## config.mk

```make
export PLATFORM = sky130hd
export DESIGN_NAME = regfile_sb
export DESIGN_NICKNAME = d
export VERILOG_FILES = /design/src/rtl/regfile_sb.sv
export SDC_FILE = /design/constraint.sdc
export NUM_CORES = 2
export LEC_CHECK = 0
export CORE_UTILIZATION = 24
export CTS_CLUSTER_DIAMETER = 60
export DETAILED_ROUTE_END_ITERATION = 10
export DONT_BUFFER_PORTS = 1
export SLEW_MARGIN = 10
export SYNTH_ARGS = -nofsm -noshare
export SYNTH_HDL_FRONTEND = slang
export SYNTH_SLANG_ARGS = --single-unit
```

## constraint.sdc

```tcl
create_clock -name clk -period 33.3 [get_ports clk]
set_input_delay 1.665 -clock clk [delete_from_list [all_inputs] [get_ports clk]]
set_output_delay 1.665 -clock clk [all_outputs]
set_load 0.05 [all_outputs]
```

## src/rtl/regfile_sb.sv

```systemverilog
// regfile_sb: multi-read-port register file with write-through bypass, link write port and busy scoreboard
module regfile_sb #(
  parameter int DATA_W   = 32,
  parameter int ADDR_W   = 5,
  parameter int NUM_RD   = 2,
  parameter int ZERO_REG = 1,
  parameter int LINK_REG = 31
) (
  input  logic                     clk,
  input  logic                     reset,
  input  logic [NUM_RD*ADDR_W-1:0] rd_addr,
  output logic [NUM_RD*DATA_W-1:0] rd_data,
  output logic [NUM_RD-1:0]        rd_busy,
  input  logic                     wr_en,
  input  logic [ADDR_W-1:0]        wr_addr,
  input  logic [DATA_W-1:0]        wr_data,
  input  logic                     link_en,
  input  logic [DATA_W-1:0]        link_data,
  input  logic                     busy_set,
  input  logic [ADDR_W-1:0]        busy_addr
);
  localparam int DEPTH = 1 << ADDR_W;
  localparam logic [ADDR_W-1:0] LINK_A = ADDR_W'(LINK_REG);
  localparam bit ZR = ZERO_REG != 0;
  logic [DATA_W-1:0] regs_q [DEPTH];
  logic [DATA_W-1:0] regs_d [DEPTH];
  logic [DEPTH-1:0]  busy_q, busy_d;
  logic              link_we, main_we;
  // link port wins a same-index collision, so the main write is suppressed there
  always_comb begin
    link_we = link_en && !(ZR && LINK_A == '0);
    main_we = wr_en && !(ZR && wr_addr == '0) && !(link_en && wr_addr == LINK_A);
    regs_d  = regs_q;
    busy_d  = busy_q;
    if (main_we) begin
      regs_d[wr_addr] = wr_data;
      busy_d[wr_addr] = 1'b0;
    end
    if (link_we) begin
      regs_d[LINK_A] = link_data;
      busy_d[LINK_A] = 1'b0;
    end
    if (busy_set && !(ZR && busy_addr == '0)) busy_d[busy_addr] = 1'b1;
  end
  always_ff @(posedge clk or posedge reset) begin
    if (reset) begin
      regs_q <= '{default: '0};
      busy_q <= '0;
    end else begin
      regs_q <= regs_d;
      busy_q <= busy_d;
    end
  end
  for (genvar i = 0; i < NUM_RD; i++) begin : g_rd
    logic [ADDR_W-1:0] ra;
    logic              lhit, whit;
    assign ra   = rd_addr[i*ADDR_W +: ADDR_W];
    assign lhit = link_en && ra == LINK_A;
    assign whit = wr_en && ra == wr_addr;
    assign rd_data[i*DATA_W +: DATA_W] = (ZR && ra == '0) ? '0 : lhit ? link_data : whit ? wr_data : regs_q[ra];
    // a result arriving this cycle is bypassed, so it no longer stalls the reader
    assign rd_busy[i] = busy_q[ra] & ~(lhit | whit);
  end
endmodule

```

==> results by stage <==
Route:
- The total length of routed wires is 212000 µm.
- Dividing the detail-routed wire length by the instance count gives 30.4 µm.
- The detailed router's first-iteration violation count is 3810.
- In the routed design, unresolved DRC markers number 0.
- The count of nets left with antenna violations once routing finished came out at 0.
- Summing over every cut layer, the via total after detailed routing is 37900.
- The number of detailed-route iterations in the first pass is 5.
- In the routed layout, each cell is associated on average with a via count of 5.43.

Job:
- The tool flagged a number of max-cap violations equal to 0.

Final layout:
- The number of filler cells placed in the layout is 23900.
- The layout cell share with drive strength beyond 1 is between 40% and 50%.
- The growth of design area from synthesis to finish is 12.3%.
- The leading cell type in the layout, fill and taps excluded is sky130_fd_sc_hd__dfrtp_1.
- The multi-input combinational cells in the finished layout cover a total of 29200 µm².
- After routing the design area is between 60000 and 70000 µm².
- In the final layout, flip-flops and latches occupy 26400 µm².
- For this run, the post-layout net count is 3800.
- The top cell types in the final layout, fill and taps aside, are 1056 x sky130_fd_sc_hd__dfrtp_1, 984 x sky130_fd_sc_hd__mux2_2, 461 x sky130_fd_sc_hd__mux4_2.

Worst hold path:
- The class of the most critical hold timing path is reg2reg.
- In this run the most critical hold path is launched from regs_q[1005]$_DFFE_PP0P_.

Clock tree:
- The clock-pin slew reported for the worst setup and hold paths after clock tree synthesis is 0.06 ns.
- The clock net in this run drives a total of 1056 sinks.
- The number of buffers on the longest clock path is 3.
- The cell chosen for the clock root is sky130_fd_sc_hd__clkbuf_16.
- TritonCTS built the clock tree.
- Once the clock tree was built, the setup fixing pass inserted 0 buffers.
- The clock tree synthesis step divided the H-tree into 3 levels.
- Buffers inserted to repair hold after CTS numbered 0.
- Once the clock tree was built, the resizer swapped 0 gates to a different size.
- The clock latency reported for the late side of the worst-skew pair is around 0.73 ns.
- The number of buffers inserted during clock tree synthesis is 114.

Synthesis:
- The mapped cell area is 57400 µm².
- Yosys printed 0 warnings.
- The net count of the mapped netlist is slightly above 4000.
- The synthesized design contains 0 enable-type register cells.
- Of all flip-flops after synthesis, the portion carrying an async set or reset was 100%.
- The synthesized netlist devotes 6.38% of its cell area to compound gates.
- The most frequently used flop master after synthesis is sky130_fd_sc_hd__dfrtp_1.
- Sequential cells were found to cover 46.1% of the synthesized design area.
- In this run, synthesis produced a sequential element count of between 1000 and 1500.
- The adder-cell share of the synthesized area is 0%.
- Yosys mapped the design onto 59 distinct sky130hd cell types.
- The average footprint of a synthesized cell is 14.5 µm².
- The synthesized-area fraction occupied by xor and xnor cells is 0.153%.
- In the synthesized netlist, mux cells make up 41.2% of the area.
- Synthesis produced a little under 4000 cells.
- By area, the combinational part of the netlist is dominated by multiplexers.
- After Yosys synthesis, and, or, nand and nor cells account for 2.35% of the synthesized area.

Floorplan:
- The initial core utilization is 24.1%.
- The floorplan has around 180 rows.
- Pin placement for this block handled 155 I/O pins.
- The total area inside the core boundary comes to 238000 µm².
- The die boundary height is just under 500 µm.
- The die extent in x is 491 µm.
- The die covers 241000 µm².

STA:
- The number of setup violations in the final report is 0.
- The number of hold violations in the final report came to 0.
- The normalized max-slew margin is -11.7%.
- Across the routed clock network, the largest skew measured is 0 ns.
- After routing, the total negative slack on setup checks comes to 0 ns.
- The transition time at the pin with the least slew margin is 1.67 ns.
- The highest clock frequency the design can meet is 145 MHz.
- Of the available clock period, the critical path in the final layout requires around 21%.
- The clock period could shrink to 6.92 ns.
- Setup repair after global routing left no endpoint under its margin.
- The max-slew violation count is 112.

Placed design:
- The number of buffers added on ports is 0.
- Detailed placement finished with a half-perimeter wire length of between 100000 and 150000 µm.
- The routability-driven placement congestion ratio is 0.807.
- The placed instances occupy a cell area of 60500 µm².

Global routing:
- The overall track demand over capacity in global routing is 17.1%.
- The global route total overflow is 0.
- The number of antenna violations at the first check in global routing is 9.
- The largest net degree at the start of global routing is 338.
- The first global-routing pass estimated 299000 µm of wire.
- The number of global-route vias before repair is 38700.

Power:
- The worst-case vdd ir drop is around 45 µV.
- Summed over all cells, the static leakage comes to 26.7 nW.
- The power per unit of standard cell area is 58.8 nW/µm².

Critical path:
- The type of element capturing the critical path is a primary output.
- Data on the critical path arrives at its endpoint at 5.25 ns.
- At the worst endpoint, the required time is 31.63 ns.
- The worst setup path is launched from an input port.
- The largest fanout on the critical path is 178.
- In this run the worst setup path begins at rd_addr[1].
- The setup path with the least slack is of type in2out.
- The setup check on the worst reg-to-reg path leaves a slack of 32.47 ns.
- The worst register-to-register path begins at regs_q[225]$_DFFE_PP0P_.

Status:
- The checks that failed: max-slew violations.
- The run finished, with violations left.
[state kept, by name, summed over array words and instances (netlist names)]
register	count
busy_q	32
regs_q	1024
[kinds of logic after synthesis]
family                    after synthesis
muxes                                1662
xor gates and xnor gates               10
buffers and inverters                 469
AOI/OAI and AO/OA                     485
and+or+nand+nor                       261
DFF                                  1056
[routing by layer]
metal	track usage, %	wire length (µm)	vias to the layer above
met2	27.4	99100	1882
li1	-	-	14900
met1	21.4	82300	20600
met4	9.21	12100	6
met3	4.03	18200	486
met5	0	39	-
[area by class of cell]
type | count | share of cell area [%]
Multi-Input combinational cell | 2418 | 45.3
Clock buffer | 166 | 5.17
Clock inverter | 43 | 0.882
Sequential cell | 1056 | 41.0
Inverter | 3 | 0.0291
Timing Repair Buffer | 118 | 1.44
Antenna cell | 5 | 0.0194
Tap cell | 3167 | 6.15
[path summary, 6_finish.rpt]
path,endpoint,cells past startpoint
hold / removal,regs_q[1005]$_DFFE_PP0P_,0
setup reg to reg,regs_q[225]$_DFFE_PP0P_,1
min in group asynchronous,regs_q[967]$_DFFE_PP0P_,1
setup / recovery,rd_data[2],8
hold reg to reg,regs_q[1005]$_DFFE_PP0P_,0
max in group asynchronous,regs_q[540]$_DFFE_PP0P_,5
[report_power, final]
| part | internal [mW] | leakage [nW] | total [mW] | switching (mW) |
|---|---|---|---|---|
| clock | 0.778 | 1.92 | 1.34 | 0.558 |
| sequential | 1.52 | 13.5 | 1.70 | 0.176 |
| combinational | 0.443 | 11.2 | 0.751 | 0.308 |
[cell usage after synthesis, types with 43 or more instances]
cell type,instances,area (µm²)
sky130_fd_sc_hd__mux2_2,984,11100
sky130_fd_sc_hd__mux4_2,461,10400
sky130_fd_sc_hd__dfrtp_1,1056,26400
sky130_fd_sc_hd__o22ai_1,44,275
sky130_fd_sc_hd__buf_2,143,716
sky130_fd_sc_hd__a22o_1,56,490
sky130_fd_sc_hd__a22oi_1,57,428
sky130_fd_sc_hd__o21ai_0,82,410
sky130_fd_sc_hd__mux2i_1,212,2120
sky130_fd_sc_hd__buf_1,43,161
sky130_fd_sc_hd__clkbuf_1,225,845
sky130_fd_sc_hd__nand2_1,117,439
[metrics by stage]
stage	util (%)	worst slack, ns	hold slack [ns]	std cells	power [mW]
2_1_floorplan	-	1.91	0.441	3943	2.30
3_3_place_gp	25.5	26.61	0.377	6762	2.43
3_5_place_dp	25.5	26.67	0.383	6762	2.46
4_1_cts	27.1	26.66	0.398	6971	3.80
5_1_grt	27.1	26.47	0.408	6974	3.93
6_report	27.1	26.38	0.399	6976	3.79
[worst max-delay path, cell delays in order]
cell	delay, ns
sky130_fd_sc_hd__and3_1	0.29
sky130_fd_sc_hd__and4_4	0.40
sky130_fd_sc_hd__a21oi_4	0.20
sky130_fd_sc_hd__buf_4	0.49
sky130_fd_sc_hd__nand2b_2	0.66
sky130_fd_sc_hd__buf_4	0.46
sky130_fd_sc_hd__o21ai_1	0.54
sky130_fd_sc_hd__buf_4	0.31
(Power assumes the default switching activity.)
